===== src/rtl/pc_unit.sv =====
// pc_unit: fetch-stage program counter with sequential increment, redirect
// input backed by a one-entry pending-redirect buffer, and a RUN/HALTED
// state machine that only reset can leave.
// Optional performance counters are built when PC_UNIT_PERF_EN is defined;
// otherwise stall_cycles and redirect_count are tied to zero.
module pc_unit #(
    parameter int                 WIDTH     = 16,
    parameter logic [WIDTH-1:0]   RESET_VEC = '0,
    parameter logic [WIDTH-1:0]   STEP      = WIDTH'(2)
) (
    input  logic             clk,
    input  logic             rst,
    input  logic             stall_en,
    input  logic             redirect_en,
    input  logic [WIDTH-1:0] redirect_pc,
    input  logic             halt_req,
    output logic [WIDTH-1:0] pc_out,
    output logic [WIDTH-1:0] pc_seq,
    output logic             fetch_valid,
    output logic             redirect_pending,
    output logic             halted,
    output logic [31:0]      stall_cycles,
    output logic [31:0]      redirect_count
);

    typedef enum logic {
        ST_RUN    = 1'b0,
        ST_HALTED = 1'b1
    } state_e;

    state_e           state_q, state_d;
    logic [WIDTH-1:0] pc_q, pc_d;
    logic             pend_v_q, pend_v_d;
    logic [WIDTH-1:0] pend_pc_q, pend_pc_d;

    // Link value / sequential successor; wraps modulo 2^WIDTH.
    assign pc_seq = pc_q + STEP;

    // Next-state: redirect first, then buffered redirect, then halt, then step.
    always_comb begin
        state_d   = state_q;
        pc_d      = pc_q;
        pend_v_d  = pend_v_q;
        pend_pc_d = pend_pc_q;
        unique case (state_q)
            ST_RUN: begin
                if (redirect_en && !stall_en) begin
                    // Immediate redirect also discards any older buffered one.
                    pc_d     = redirect_pc;
                    pend_v_d = 1'b0;
                end else if (redirect_en && stall_en) begin
                    // Stalled: remember the newest target until release.
                    pend_pc_d = redirect_pc;
                    pend_v_d  = 1'b1;
                end else if (!stall_en && pend_v_q) begin
                    // Current fetch is wrong-path; any halt here is squashed.
                    pc_d     = pend_pc_q;
                    pend_v_d = 1'b0;
                end else if (!stall_en && halt_req) begin
                    // PC stays on the HLT address.
                    state_d = ST_HALTED;
                end else if (!stall_en) begin
                    pc_d = pc_seq;
                end
            end
            ST_HALTED: begin
                pend_v_d = 1'b0;
            end
            default: begin
                state_d = ST_RUN;
            end
        endcase
    end

    // Architectural state register with asynchronous active-low reset.
    always_ff @(posedge clk or negedge rst) begin
        if (!rst) begin
            state_q   <= ST_RUN;
            pc_q      <= RESET_VEC;
            pend_v_q  <= 1'b0;
            pend_pc_q <= '0;
        end else begin
            state_q   <= state_d;
            pc_q      <= pc_d;
            pend_v_q  <= pend_v_d;
            pend_pc_q <= pend_pc_d;
        end
    end

    assign pc_out           = pc_q;
    assign fetch_valid      = (state_q == ST_RUN) && !pend_v_q;
    assign redirect_pending = pend_v_q;
    assign halted           = (state_q == ST_HALTED);

`ifdef PC_UNIT_PERF_EN
    logic [31:0] stall_cycles_q, stall_cycles_d;
    logic [31:0] redirect_count_q, redirect_count_d;

    // Saturating increment so counters stick at all-ones instead of wrapping.
    function automatic logic [31:0] sat_inc(input logic [31:0] v);
        return (v == 32'hFFFF_FFFF) ? v : v + 32'd1;
    endfunction

    // Counters only observe RUN cycles.
    always_comb begin
        stall_cycles_d   = stall_cycles_q;
        redirect_count_d = redirect_count_q;
        if (state_q == ST_RUN) begin
            if (stall_en)    stall_cycles_d   = sat_inc(stall_cycles_q);
            if (redirect_en) redirect_count_d = sat_inc(redirect_count_q);
        end
    end

    // Counter registers.
    always_ff @(posedge clk or negedge rst) begin
        if (!rst) begin
            stall_cycles_q   <= '0;
            redirect_count_q <= '0;
        end else begin
            stall_cycles_q   <= stall_cycles_d;
            redirect_count_q <= redirect_count_d;
        end
    end

    assign stall_cycles   = stall_cycles_q;
    assign redirect_count = redirect_count_q;
`else
    assign stall_cycles   = '0;
    assign redirect_count = '0;
`endif

endmodule


===== config.mk =====
export PLATFORM = sky130hd
export DESIGN_NAME = pc_unit
export DESIGN_NICKNAME = d
export VERILOG_FILES = /design/src/rtl/pc_unit.sv
export SDC_FILE = /design/constraint.sdc
export NUM_CORES = 1
export LEC_CHECK = 0
export CAP_MARGIN = 15
export CORE_UTILIZATION = 30
export DETAILED_ROUTE_END_ITERATION = 16
export DONT_BUFFER_PORTS = 1
export PLACE_DENSITY = 0.4
export SETUP_SLACK_MARGIN = 0.15
export SKIP_LAST_GASP = 1
export SLEW_MARGIN = 10
export SYNTH_ARGS = -nofsm -noshare
export SYNTH_HDL_FRONTEND = slang
export SYNTH_SLANG_ARGS = --single-unit

===== constraint.sdc =====
create_clock -name clk -period 3.94 [get_ports clk]
set_clock_uncertainty 0.1 [all_clocks]
set_input_delay 0.788 -clock clk [delete_from_list [all_inputs] [get_ports clk]]
set_output_delay 0.788 -clock clk [all_outputs]
set_load 0.03 [all_outputs]

# --- Word-level counts from Yosys, hierarchy flattened ---
# Index checks and enable logic that the tools add are counted.
totals:
  inputBits: 21
  ff_bits: 34
  output_inout_bits: 99
  wordCells: 34
op_classes:
  bitwise_logic: 2
  n_eq_ne: 4
  reduce_logical: 9
  n_mux: 14
  addsub: 1
ops:
  columns: ["operator", "count"]
  rows:
  - ["2-to-1 mux 16 bit", 5]
  - ["adder 16 x 2 -> 16 bit, second input constant", 1]
  - ["2-to-1 mux 1 bit", 8]
  - ["logical AND 1 bit", 5]
  - ["!= test 4 bit, second input constant", 1]
  - ["AND reduction 4 bit", 1]
  - ["!= test 3 x 1 -> 1 bit, second input constant", 1]
  - ["!= test 3 bit, second input constant", 1]
  - ["AND reduction 3 bit", 1]
  - ["zero test 1 bit", 2]
  - ["!= test 2 bit, second input constant", 1]
  - ["NOT 1 bit", 2]
  - ["one-hot mux 1 bit (2 select lines)", 1]

# --- Depth between registers and ports, before layout ---
# Gate-level depths: netlist of the first run.
depth:
  ltp_word: 7
  mapped_depth: 6
  depth_no_buf: 5

# --- Least setup slack after synthesis of the first run ---
# OpenSTA, ideal clock, no wires.
synth_timing:
  path_type: "register to output"
  startpoint: "reg pc_q[4] (netlist: pc_out[4])"
  endpoint: "out pc_seq[14]"
  path_buffers: 1
  arrival_ps: 1931
  path_stages_with_launch: 6
  setup_slack_ps: 1121
  required_time_ps: 3052
  cell_sequence: "dfrtp_1 clkbuf_2 nand4_1 nor2_1 nand3_1 xnor2_1"
synth_via:
  elab_chain_cells: 1
synth_rtl:
  columns: ["element", "line_no", "text"]
  rows:
  - ["from (decl)", "32", "logic [WIDTH-1:0] pc_q, pc_d;"]
  - ["from (signal assigned)", "84", "pc_q <= pc_d;"]
  - ["adder 16 x 2 -> 16 bit", "37", "assign pc_seq = pc_q + STEP;"]
  - ["to (decl)", "18", "output logic [WIDTH-1:0] pc_seq,"]
# Every way passes these cells.

# --- Final worst setup path of the first run ---
layout_timing:
  startpoint: "reg pc_q[1] (netlist: pc_out[1])"
  endpoint: "out pc_seq[13]"
# Same word-level chain as after synthesis.

==> metrics.csv, run 1 <==
stage;metric;value;unit
die;core area;0.00789;mm^2
worst_setup_path;WP buf/inv;0;
finish;Final Cell Area;0.00242;mm^2
placement;dpl ws;0.911;ns
finish;number of diodes;0;
worst_setup_path;CP cell instances;ha_1, nand3_1, nor3_1, xor2_1;
sta;TNS Setup;0;ns
grt;initial antenna violation count;0;
sta;final hold vios;0;
clock_network;later-pin clock latency in the skew report;0.28;ns
clock_network;CTS Buf Count;5;
sta;Fmax;0.300;GHz
synthesis;Synth top area share;34.1;%
power_and_ir_drop;Psw;805;uW
grt;grt ovf;0;
detailed_routing;DRT iter0 DRCs;84;
worst_setup_path;crit-path leading delay family;simple AND/OR/NAND/NOR gates;
placement;dpl cell area;0.00233;mm^2
sta;max-slew violation count;0;
detailed_routing;number of routed nets with antenna violations;0;
power_and_ir_drop;Comb pwr share;35.5;%
placement;post-DP HPWL;4400;um
worst_setup_path;Worst Path Max Fanout;6;
power_and_ir_drop;Clk network pwr share;17.2;%
worst_setup_path;Startpoint Class;register;
sta;final critical-path required period;3.33;ns
power_and_ir_drop;Power Dens Cells;662;mW/mm^2
sta;worst hold slack;0.0897;ns
synthesis;cell with the most instances after synthesis;buf_4;
detailed_routing;Vias per Instance;4.60;
worst_setup_path;highest-delay cell along the critical path;dfrtp_1;
synthesis;Post-synth EDFFs;0;
sta;setup ws final;0.607;ns
synthesis;mapped cell area;0.00250;mm^2
grt;M3 GR Usage;5.61;%
worst_setup_path;critical path capture point type;output pin;
detailed_routing;vias post-DR;1716;
synthesis;leading area contributor after synthesis;dfrtp_1;
power_and_ir_drop;Worst IR Drop VDD;131;uV
die;IO Pins;120;
die;Starting Density;31.6;%
clock_network;clk buf depth;2;
finish;fin nets;292;
clock_network;H-tree depth;2;
clock_network;CTS Sinks;34;
clock_network;Clock transition at path regs;0.08;ns
grt;routing usage on met2;20.9;%
placement;Placed Instances;365;
sta;# setup viols final;0;
clock_network;post-CTS setup buffers;0;
finish;layout cells sized above 1;12.5;%
grt;vias in the first global route;1592;
worst_setup_path;WS Path Type;reg2out;
grt;Total GRT Usage;14.1;%
synthesis;top post-synthesis cells by count;65 x buf_4, 34 x dfrtp_1, 16 x mux2_2, 16 x nor2_1, 14 x nand2_1;
power_and_ir_drop;static leakage;0.00108;uW
power_and_ir_drop;Int Power;797;uW
power_and_ir_drop;share of power burned in registers;47.3;%
clock_network;PostCTS Resize Cnt;0;
detailed_routing;WL/cell;16.0;um
synthesis;synthesized flop and latch total;34;
synthesis;Seq/Total Area, Yosys;34.1;%
clock_network;CTS hold repair buffers;0;
synthesis;ys async rst share;100;%
die;Cell Rows;32;
power_and_ir_drop;Sw Ratio;50.2;%
synthesis;cells taking the most area after synthesis;dfrtp_1 34%, buf_4 20%, mux2_2 7.2%;
finish;area grow syn2layout;-3.01;%
synthesis;distinct cell type count after synthesis;50;
die;full die area;0.00869;mm^2
synthesis;yosys warns;0;
sta;fin crit share;84.6;%
worst_setup_path;CP max stage delay;0.61;ns
synthesis;synthesized area per cell;9.11;um^2
worst_setup_path;Worst EP arrival;2.45;ns
sta;Slew @ Worst Pin;0.974;ns
die;die height;93.2;um
placement;GPL Wtd Cong;0.697;
detailed_routing;Residual DRC;0;
grt;met1 Usage GRT;19.1;%
synthesis;Mapped Cells;274;
grt;Top Usage Layer GRT;met2;
worst_setup_path;Critical Path RT;3.05;ns
sta;relative slew slack;34.9;%
outcome;outcome;completed;
flow_run;Max Cap Violations;0;
min_path;Worst Hold Class;in2async;
finish;final cell count without fillers;373;
placement;PortBufs;0;
detailed_routing;Post-Route WL;5980;um
detailed_routing;TritonRoute pass-1 iters;7;
synthesis;Top FF cell, synth;dfrtp_1;
sta;unrepaired setup endpoints after global routing;no;
grt;largest net degree at the start of global routing;35;
die;Die W;93.2;um
clock_network;CTS tree;done;
grt;first-pass GRT wire length;9390;um
clock_network;Root Buffer;clkbuf_8;
## flip-flops by register name, indices dropped and copies added, names as in the netlist
register / cells
redirect_pending: 1
halted: 1
pc_out: 16
pend_pc_q: 16
## per-layer routing
metal	part of all wire [%]	wire length, um	vias to the layer above
met2	45	2690	83
met4	0.55	33	0
met5	0	0	-
li1	-	-	822
met1	45	2670	807
met3	9.7	579	4
## final timing paths
check	startpoint	slack (ns)	endpoint	cells past startpoint
max in group asynchronous	rst	3.57	pend_pc_q[4]	0
setup reg to reg	halted	1.66	pc_out[14]	3
setup / recovery	pc_out[1]	0.61	pc_seq[13]	4
min in group clk	pend_pc_q[13]	0.40	pend_pc_q[13]	1
hold / removal	rst	0.09	pend_pc_q[0]	0
hold reg to reg	pend_pc_q[13]	0.40	pend_pc_q[13]	1
## power by group through the flow
| stage | Combinational [uW] | Clock, uW | Sequential, uW |
|---|---|---|---|
| finish | 569 | 275 | 758 |
| global route | 619 | 302 | 784 |
| CTS | 574 | 285 | 759 |
| detailed placement | 572 | 0 | 766 |
| global placement | 575 | 0 | 763 |
| floorplan | 588 | 0 | 701 |
## metrics by stage
| stage | utilization, % | power [uW] |
|---|---|---|
| after floorplan | - | 1290 |
| after global placement | 29.5 | 1340 |
| after detailed placement | 29.5 | 1340 |
| after CTS | 30.7 | 1620 |
| after global routing | 30.7 | 1710 |
| final | 30.7 | 1600 |
## cells in the final DEF, fill, tap and decap left out, drive strengths merged, types with 2 or more instances in the layout
cell / instances
nand2: 14
o22ai: 2
a31oi: 4
or2: 5
nand2b: 5
o21a: 3
xnor2: 6
o21ai: 5
mux2: 17
nor3b: 2
nor2: 16
and4: 2
o2bb2ai: 2
conb: 64
nor2b: 6
nand4: 4
nor3: 8
mux2i: 3
o31ai: 4
a311o: 2
and3: 6
dfrtp: 34
clkbuf: 7
inv: 5
o211ai: 2
buf: 2
nand3: 7
o31a: 3
xor2: 3
a22oi: 2
a21oi: 10
## cell type report
type	instances	area [um^2]
Tap cell	102	128
Timing Repair Buffer	2	15.0
Fill cell	852	5470
Clock inverter	1	5.00
Sequential cell	34	851
Multi-Input combinational cell	222	1320
Inverter	5	18.8
Clock buffer	7	86.3
## cell families (layout without fill, tap and decap cells)
kind of cell / after synthesis / after routing / synth area share (%)
simple gates: 80 / 80 / 16.9
xor+xnor: 9 / 9 / 3.16
other cells: 1 / 64 / 0.150
flops: 34 / 34 / 34.1
buf+inv: 81 / 15 / 22.6
compound gates: 48 / 48 / 13.5
mux: 20 / 20 / 9.02
fa+ha+maj: 1 / 1 / 0.501
Power figures use the tool's default switching activity.
==> run 2, diff against run 1 <==
Clock period 3.94 ns to 3.4 ns, I/O delays scaled along.
==> metrics.csv, run 2 (synthesis results as in run 1) <==
stage;metric;value;unit;change
clock_network;Root Buffer;clkbuf_8;;
worst_setup_path;CP max stage delay;0.61;ns;about the same
power_and_ir_drop;Power Dens Cells;766;mW/mm^2;+16%
clock_network;later-pin clock latency in the skew report;0.30;ns;+0.02 ns
sta;final hold vios;0;;unchanged
sta;Slew @ Worst Pin;0.986;ns;+0.0126 ns
sta;relative slew slack;34.0;%;-0.84 points
finish;area grow syn2layout;0.501;%;
detailed_routing;DRT iter0 DRCs;88;;+4.8%
clock_network;clk buf depth;2;;unchanged
detailed_routing;Post-Route WL;5990;um;+0.12%
worst_setup_path;Worst Path Max Fanout;6;;unchanged
worst_setup_path;Critical Path RT;2.62;ns;-0.43 ns
die;Die W;93.2;um;unchanged
outcome;outcome;completed;;
detailed_routing;number of routed nets with antenna violations;0;;unchanged
grt;initial antenna violation count;0;;unchanged
placement;GPL Wtd Cong;0.701;;+0.62%
finish;layout cells sized above 1;15.7;%;+3.1 points
finish;fin nets;302;;+3.4%
finish;post-layout util;31.8;%;+1.1 points
worst_setup_path;WP buf/inv;1;;+1
detailed_routing;Vias per Instance;4.56;;-0.79%
clock_network;PostCTS Resize Cnt;0;;unchanged
detailed_routing;TritonRoute pass-1 iters;4;;-3
grt;routing usage on met2;22.7;%;+1.8 points
finish;commonest non-fill, non-tap cell in the layout;conb_1;;
sta;# setup viols final;0;;unchanged
clock_network;H-tree depth;2;;unchanged
grt;met1 Usage GRT;18.3;%;-0.87 points
placement;PortBufs;0;;unchanged
die;full die area;0.00869;mm^2;unchanged
clock_network;Clock transition at path regs;0.08;ns;about the same
grt;first-pass GRT wire length;9360;um;-0.29%
flow_run;Max Cap Violations;0;;unchanged
detailed_routing;vias post-DR;1748;;+1.9%
worst_setup_path;Startpoint Class;register;;
sta;TNS Setup;0;ns;unchanged
die;Cell Rows;32;;unchanged
worst_setup_path;WS Path Type;reg2out;;
grt;grt ovf;0;;unchanged
worst_setup_path;highest-delay cell along the critical path;dfrtp_1;;
detailed_routing;WL/cell;15.6;um;-2.5%
worst_setup_path;crit-path leading delay family;simple AND/OR/NAND/NOR gates;;
detailed_routing;Residual DRC;0;;unchanged
clock_network;CTS tree;done;;
grt;vias in the first global route;1686;;+5.9%
worst_setup_path;critical path capture point type;output pin;;
finish;Filler cells;854;;+0.23%
power_and_ir_drop;static leakage;0.00113;uW;+4.9%
min_path;Worst Hold Class;in2async;;
sta;unrepaired setup endpoints after global routing;no;;
power_and_ir_drop;Worst IR Drop VDD;177;uV;+35%
grt;Top Usage Layer GRT;met2;;
clock_network;CTS Sinks;34;;unchanged
sta;fin crit share;87.9;%;
finish;most frequent cells in the layout;64 x conb_1, 34 x dfrtp_1, 16 x nor2_1, 16 x mux2_2, 14 x nand2_1;;
grt;Total GRT Usage;14.2;%;+0.12 points
sta;Fmax;0.335;GHz;
die;die height;93.2;um;unchanged
die;core area;0.00789;mm^2;unchanged
grt;largest net degree at the start of global routing;35;;unchanged
die;IO Pins;120;;unchanged
worst_setup_path;CP cell instances;ha_1, nand3_1, nor3_1, nand2_1, xnor2_1, buf_4;;
sta;max-slew violation count;0;;unchanged
die;Starting Density;31.6;%;unchanged
clock_network;CTS Buf Count;5;;unchanged
worst_setup_path;Worst EP arrival;2.21;ns;-0.24 ns
placement;post-DP HPWL;4390;um;-0.24%
grt;M3 GR Usage;4.55;%;-1.1 points
sta;final critical-path required period;2.99;ns;
finish;number of diodes;0;;unchanged
-- run 2: changes by cell type in the layout (fill, tap and decap cells not counted), sizes merged --
cell and change:
buf +10
-- run 2: timing repair --
| item | in CTS | in global routing |
|---|---|---|
| endpoints found under the setup margin | 0 | 0 |
| buffers inserted | 0 | 0 |
| hold endpoints to repair | 34 | 0 |
| hold buffers | 1 | 0 |
-- run 2: layer usage --
| metal | vias up | share of wire (%) |
|---|---|---|
| met5 | - | 0 |
| met4 | 0 | 1.1 |
| met2 | 75 | 46 |
| met1 | 827 | 46 |
| met3 | 7 | 7.0 |
| li1 | 839 | - |
-- run 2: final cells by class --
cell class              instances  area, um^2  share of cell area, %
clock buffers                   7        86.3                   3.44
repair buffers                 12         103                   4.09
clock inverters                 1        5.00                  0.200
multi-input cells             222        1320                   52.5
inverters                       5        18.8                  0.748
flip-flops and latches         34         851                   33.9
well taps                     102         128                   5.09
-- run 2: power by group --
part           internal (uW)  leakage (uW)  total [uW]  switching (uW)
combinational            260      0.000688         776             515
clock                    164     0.0000482         323             159
sequential               546      0.000395         824             279
-- run 2: worst paths after layout --
check,startpoint,to,slack [ns],cells after the start
setup reg to reg,halted,pc_out[1],1.02,4
hold reg to reg,pend_pc_q[12],pend_pc_q[12],0.40,1
setup / recovery,pc_out[1],pc_seq[15],0.41,6
max in group asynchronous,rst,pend_pc_q[8],2.89,1
hold / removal,rst,pend_pc_q[11],0.12,1
min in group clk,stall_en,halted,0.37,1
-- run 2: per-stage QoR --
step                cell area [um^2]  setup WS (ns)  hold slack, ns  power [uW]  cells
floorplan                       2730          0.689           0.284        1490    337
global placement                2400          0.765           0.286        1590    374
detailed placement              2400          0.707           0.286        1600    374
CTS                             2510          0.386           0.122        1940    383
global route                    2510          0.231           0.122        2040    383
finish                          2510          0.412           0.119        1920    383
